### src/rtl/keccak_msg_feed.sv
// keccak_msg_feed: pads a 64-bit message word stream (pad10*1 with a domain byte)
// and feeds it one rate block at a time into keccak_round. After each block it
// pulses run and waits for complete before starting the next block.
// Ports:
//   clk_i, rst_ni                          clock, async active-low reset
//   msg_valid_i/msg_data_i/msg_strb_i/
//   msg_last_i/msg_ready_o                 message word stream (byte 0 in [7:0])
//   keccak_valid_o/addr_o/data_o           feed word to keccak_round
//   keccak_ready_i                         keccak_round idle
//   keccak_run_o                           one-cycle permutation start
//   keccak_complete_i                      permutation finished
//   absorbed_o                             one-cycle pulse, whole padded message absorbed
//   err_o                                  sticky protocol error
module keccak_msg_feed #(
  parameter int unsigned Width      = 1600,
  parameter int unsigned DInWidth   = 64,
  parameter int unsigned RateWords  = 17,
  parameter logic [7:0]  DomainByte = 8'h06,
  localparam int unsigned DInAddr   = $clog2(Width / DInWidth)
) (
  input  logic               clk_i,
  input  logic               rst_ni,
  input  logic               msg_valid_i,
  input  logic [63:0]        msg_data_i,
  input  logic [7:0]         msg_strb_i,
  input  logic               msg_last_i,
  output logic               msg_ready_o,
  output logic               keccak_valid_o,
  output logic [DInAddr-1:0] keccak_addr_o,
  output logic [63:0]        keccak_data_o,
  input  logic               keccak_ready_i,
  output logic               keccak_run_o,
  input  logic               keccak_complete_i,
  output logic               absorbed_o,
  output logic               err_o
);

  typedef enum logic [2:0] {
    StAbsorb = 3'd0,
    StPad    = 3'd1,
    StRun    = 3'd2,
    StWait   = 3'd3,
    StError  = 3'd4
  } state_e;

  localparam logic [DInAddr-1:0] LastAddr = DInAddr'(RateWords - 1);

  state_e             state_q, state_d;
  logic [DInAddr-1:0] addr_q, addr_d;
  logic               pad_pend_q, pad_pend_d;
  logic               final_q, final_d;
  logic               absorbed_q, absorbed_d;

  logic        last_addr;
  logic [3:0]  k;
  logic        pad_here;
  logic        strb_bad;
  logic        accept;
  logic [63:0] absorb_word;
  logic [63:0] pad_word;

  assign last_addr = (addr_q == LastAddr);
  assign accept    = msg_valid_i & keccak_ready_i;

  // A last word may carry 0..8 bytes packed from the LSB; any other word must be full.
  assign strb_bad = msg_last_i ? ((msg_strb_i & (msg_strb_i + 8'd1)) != 8'd0)
                               : (msg_strb_i != 8'hFF);

  // Message word: masked data, domain byte right after the last message byte,
  // and the closing 0x80 bit when padding ends in the final rate word.
  always_comb begin
    k = '0;
    for (int i = 0; i < 8; i++) k = k + 4'(msg_strb_i[i]);
    pad_here    = msg_last_i & ~k[3];
    absorb_word = '0;
    for (int i = 0; i < 8; i++) begin
      if (msg_strb_i[i]) absorb_word[8*i +: 8] = msg_data_i[8*i +: 8];
    end
    if (pad_here) begin
      absorb_word[{k[2:0], 3'b000} +: 8] = DomainByte;
      if (last_addr) absorb_word[63:56] = absorb_word[63:56] | 8'h80;
    end
  end

  // Padding-only word: domain byte if still owed, closing bit at the end of the block.
  always_comb begin
    pad_word = '0;
    if (pad_pend_q) pad_word[7:0] = DomainByte;
    if (last_addr)  pad_word[63:56] = pad_word[63:56] | 8'h80;
  end

  // State and bookkeeping registers.
  always_ff @(posedge clk_i or negedge rst_ni) begin
    if (!rst_ni) begin
      state_q    <= StAbsorb;
      addr_q     <= '0;
      pad_pend_q <= 1'b0;
      final_q    <= 1'b0;
      absorbed_q <= 1'b0;
    end else begin
      state_q    <= state_d;
      addr_q     <= addr_d;
      pad_pend_q <= pad_pend_d;
      final_q    <= final_d;
      absorbed_q <= absorbed_d;
    end
  end

  assign absorbed_o = absorbed_q;
  assign err_o      = (state_q == StError);

  // Next-state and feed/handshake outputs.
  always_comb begin
    state_d        = state_q;
    addr_d         = addr_q;
    pad_pend_d     = pad_pend_q;
    final_d        = final_q;
    absorbed_d     = 1'b0;
    msg_ready_o    = 1'b0;
    keccak_valid_o = 1'b0;
    keccak_addr_o  = '0;
    keccak_data_o  = '0;
    keccak_run_o   = 1'b0;

    case (state_q)
      StAbsorb: begin
        msg_ready_o   = keccak_ready_i;
        keccak_addr_o = addr_q;
        keccak_data_o = absorb_word;
        if (accept) begin
          if (strb_bad) begin
            state_d = StError;
          end else begin
            keccak_valid_o = 1'b1;
            addr_d         = addr_q + 1'b1;
            if (msg_last_i) begin
              final_d = 1'b1;
              if (k[3]) pad_pend_d = 1'b1;
            end
            if (last_addr) begin
              state_d = StRun;
              addr_d  = '0;
            end else if (msg_last_i) begin
              // Padding (including a still-owed domain byte) finishes the block.
              state_d = StPad;
            end
          end
        end
      end

      StPad: begin
        keccak_addr_o = addr_q;
        keccak_data_o = pad_word;
        if (keccak_ready_i) begin
          keccak_valid_o = 1'b1;
          pad_pend_d     = 1'b0;
          addr_d         = addr_q + 1'b1;
          if (last_addr) begin
            state_d = StRun;
            addr_d  = '0;
          end
        end
      end

      StRun: begin
        if (keccak_ready_i) begin
          keccak_run_o = 1'b1;
          state_d      = StWait;
        end
      end

      StWait: begin
        if (keccak_complete_i) begin
          addr_d = '0;
          if (pad_pend_q) begin
            state_d = StPad;
          end else begin
            state_d    = StAbsorb;
            absorbed_d = final_q;
            final_d    = 1'b0;
          end
        end
      end

      StError: begin
      end

      default: state_d = StError;
    endcase
  end

endmodule

### config.mk
export PLATFORM = sky130hd
export DESIGN_NAME = keccak_msg_feed
export DESIGN_NICKNAME = d
export VERILOG_FILES = /design/src/rtl/keccak_msg_feed.sv
export SDC_FILE = /design/constraint.sdc
export NUM_CORES = 1
export LEC_CHECK = 0
export ABC_AREA = 1
export BUFFER_PORTS_ARGS = -buffer_cell sky130_fd_sc_hd__buf_2
export CAP_MARGIN = 0
export CORE_AREA = 2 2 70 72
export DETAILED_ROUTE_END_ITERATION = 6
export DIE_AREA = 0 0 72 74
export PLACE_DENSITY = 0.85
export RECOVER_POWER = 50
export SLEW_MARGIN = 30
export SYNTH_ARGS = -nofsm -noshare
export SYNTH_HDL_FRONTEND = slang
export SYNTH_SLANG_ARGS = --single-unit
### constraint.sdc
create_clock -name clk_i -period 10.8 [get_ports clk_i]
set_input_delay 0.54 -clock clk_i [delete_from_list [all_inputs] [get_ports clk_i]]
set_output_delay 0.54 -clock clk_i [all_outputs]
set_load 0.01 [all_outputs]
==> parameters.txt <==
Parameter                              Value

Timing
  Final setup violating endpoints    0
  Max-slew violation count    19
  Max transition margin    -19.1%
  Tightest hold margin    0.263 ns
  Post-route setup TNS    0 ns
  Maximum achievable frequency    196 MHz
  Crit share post-route    47.2%
  Post-layout worst setup margin    5.70 ns
  Layout Skew    0.00371 ns
  Post-route minimum period    5.10 ns
  Pin slew with the least headroom to its limit    1.77 ns
  Unrepaired setup endpoints after global routing    no
  Final count of hold timing violations    0

Route
  Residual DRC count    0
  Violation count after the first detailed-routing iteration    126
  Number of detailed-routing iterations run before antenna repair    4
  Wire per inst    11.5 microns
  Vias per Instance    4.85
  Total number of vias    2634
  Number of nets still failing antenna checks after routing    0
  Routed wire length    6240 microns

Final layout
  Core Util, Final    57.9%
  Share of post-route cells with drive strength above 1    27.4%
  Final Net Count    582
  Diodes inserted    0
  Syn-to-layout area delta    41.4%
  Most frequent cells in the layout    buf_2 (124), nand2_1 (90), nand3_1 (65)
  Most common library cell in the layout ignoring fill and taps    buf_2

GRT
  Wire length of the first global-routing pass    9930 microns
  Overall overflow remaining after global route    0
  Total global-route track usage    23.1%
  Via count of the first global-routing pass    2385
  Largest net degree at the start of global routing    39
  Antenna violations before repair    0

Setup path
  Critical path arrival    4.56 ns
  Kind of capture point of the worst setup path    primary output
  Startpoint kind of the worst setup timing path    input pin
  Worst EP required    10.26 ns
  Endpoint of the worst setup timing path    keccak_data_o[17]
  Type of the setup path with the least slack    input pin to primary output
  Startpoint of the worst register-to-register path    state_q[1]
  Worst-path maximum fanout    12
  Cell count of the worst reg-to-reg path    6
  Reg2Reg Capture Point    addr_q[1]
  CP Launch Point    msg_strb_i[1]
  Setup slack on the worst flop-to-flop path    7.66 ns

Synthesis
  Cells after synthesis    344
  Post-synthesis instance area    0.00188 sq mm
  Area fraction of the dominant cell type after synthesis    17.8%
  Synth unique cells    25
  Ranking of synthesized cells by area    nand2_1 (18%), nand3_1 (17%), dfrtp_1 (15%)
  Cell taking the most area after synthesis    nand2_1
  Ys Warns    0
  Sequential share of the synthesized area    14.6%
  Register bit count reported by yosys    11
  Net count of the mapped netlist    436
  Synthesized area divided by synthesized cell count    5.47 sq um

Run
  Max-Cap Viols    1

Pwr
  VDD IR max    0.0342 mV
  Portion of total power attributed to combinational logic    51.7%
  Switching power    75.4 uW
  Pleak    1.74 nW
  Sequential share of power    23.5%
  Switching part of the total power    43.0%
  Post-layout total power    175 uW
  Internal cell power    100 uW
  Power density of the placed cells    65.9 mW/mm^2
  Part of the power in the clock network    24.8%

Floorplan
  Number of cell rows    25
  Chip Height    74 microns
  Horizontal die dimension    72 microns
  Total die area    0.00533 sq mm
  Number of primary I/O pins    152
  Starting utilization of the core area    40.9%
  Total core area    0.00460 sq mm

CTS
  Number of setup buffers added after CTS    0
  Root Buffer Master    clkbuf_8
  CTS tree    yes
  Number of buffers inserted by hold repair at cts    0
  Clock Latency Late Sink    0.25 ns
  Number of sinks on the clock net    11
  Clk slew on worst S/H paths    0.05 ns
  TritonCTS Buffers    3
  Number of buffers on the longest clock path    2
  Total of cells resized after clock tree synthesis    0
  H-tree Lvls    1

Outcome
  Status    finished with violations
  Failing checks    capacitance limit, slew limit

Placed design
  Port Buffers    151
  Half-perimeter wire length after placement    5310 microns
  Worst-case setup slack after placement    5.96 ns
  Routability congestion estimate    0.864

Worst hold path
  HP Class    input pin to asynchronous set/reset pin
## synth_stat cells (all sizes together)
cell type and count:
nor2 63, clkbuf 5, buf 6, a31oi 1, o21ai 11, nand3b 1, nand3 65, nand2 90
inv 53, xor2 1, a21oi 4, o31ai 1, fa 4, nor3 3, ha 10, dfrtp 11
nor3b 6, a211o 1, nand4 8
## how the worst min path moves through the flow
stage,end,slack (ns),from
floorplan,absorbed_o,0.24,rst_ni
global placement,state_q[2],0.42,rst_ni
detailed placement,state_q[2],0.42,rst_ni
CTS,state_q[2],0.16,rst_ni
global route,state_q[2],0.33,rst_ni
finish,state_q[2],0.26,rst_ni
## state kept, by name, indices dropped and copies added, names as in the netlist
name	count
state_q	3
absorbed_o	1
final_q	1
addr_q	5
pad_pend_q	1
## layout make-up
cell class,count,area [sq um]
repair buffers,152,729
multi-input cells,269,1350
clock buffers,4,45.0
flip-flops and latches,11,275
inverters,53,199
well taps,54,67.6
fillers,483,1940
## routing by layer
layer | vias up | wire length (microns) | GRT usage [%]
met3 | 13 | 305 | 2.57
met5 | - | 0 | 0
met1 | 1147 | 2510 | 26.0
met2 | 94 | 3290 | 44.8
li1 | 1380 | - | -
met4 | 0 | 135 | 8.60
## power by group through the flow
| stage | registers, mW | logic (mW) | clock network, mW |
|---|---|---|---|
| after floorplan | 0.0420 | 0.0622 | 0 |
| after CTS | 0.0413 | 0.0914 | 0.0441 |
| after detailed placement | 0.0420 | 0.0907 | 0 |
| after global routing | 0.0412 | 0.106 | 0.0459 |
| after global placement | 0.0420 | 0.0878 | 0 |
| final | 0.0413 | 0.0906 | 0.0435 |
## per-stage QoR
step                      instances  area [sq um]
after CTS                       543          2710
after global routing            543          2660
final                           543          2660
after floorplan                 344          1880
after detailed placement        539          2660
after global placement          539          2660
## kinds of logic (layout without fill, tap and decap cells)
family	after synthesis	after routing	synth area share, %
AOI/OAI and AO/OA	18	18	5.39
xor gates and xnor gates	1	1	0.466
adders and majority gates	14	14	10.9
buffers and inverters	64	209	13.2
DFF	11	11	14.6
and+or+nand+nor	236	236	55.5
## critical path, cell delays in order
cell	delay [ns]
clkbuf_1	0.41
fa_1	0.51
inv_1	0.07
fa_1	0.42
fa_1	0.50
inv_1	0.04
ha_1	0.19
fa_1	0.54
inv_1	0.08
ha_1	0.19
nand3_1	0.12
nand2_1	0.10
inv_1	0.09
nand2_1	0.11
nor2_2	0.25
nand2_1	0.11
nand2_1	0.13
buf_2	0.14
No activity file was read; power rests on OpenSTA's default activity.
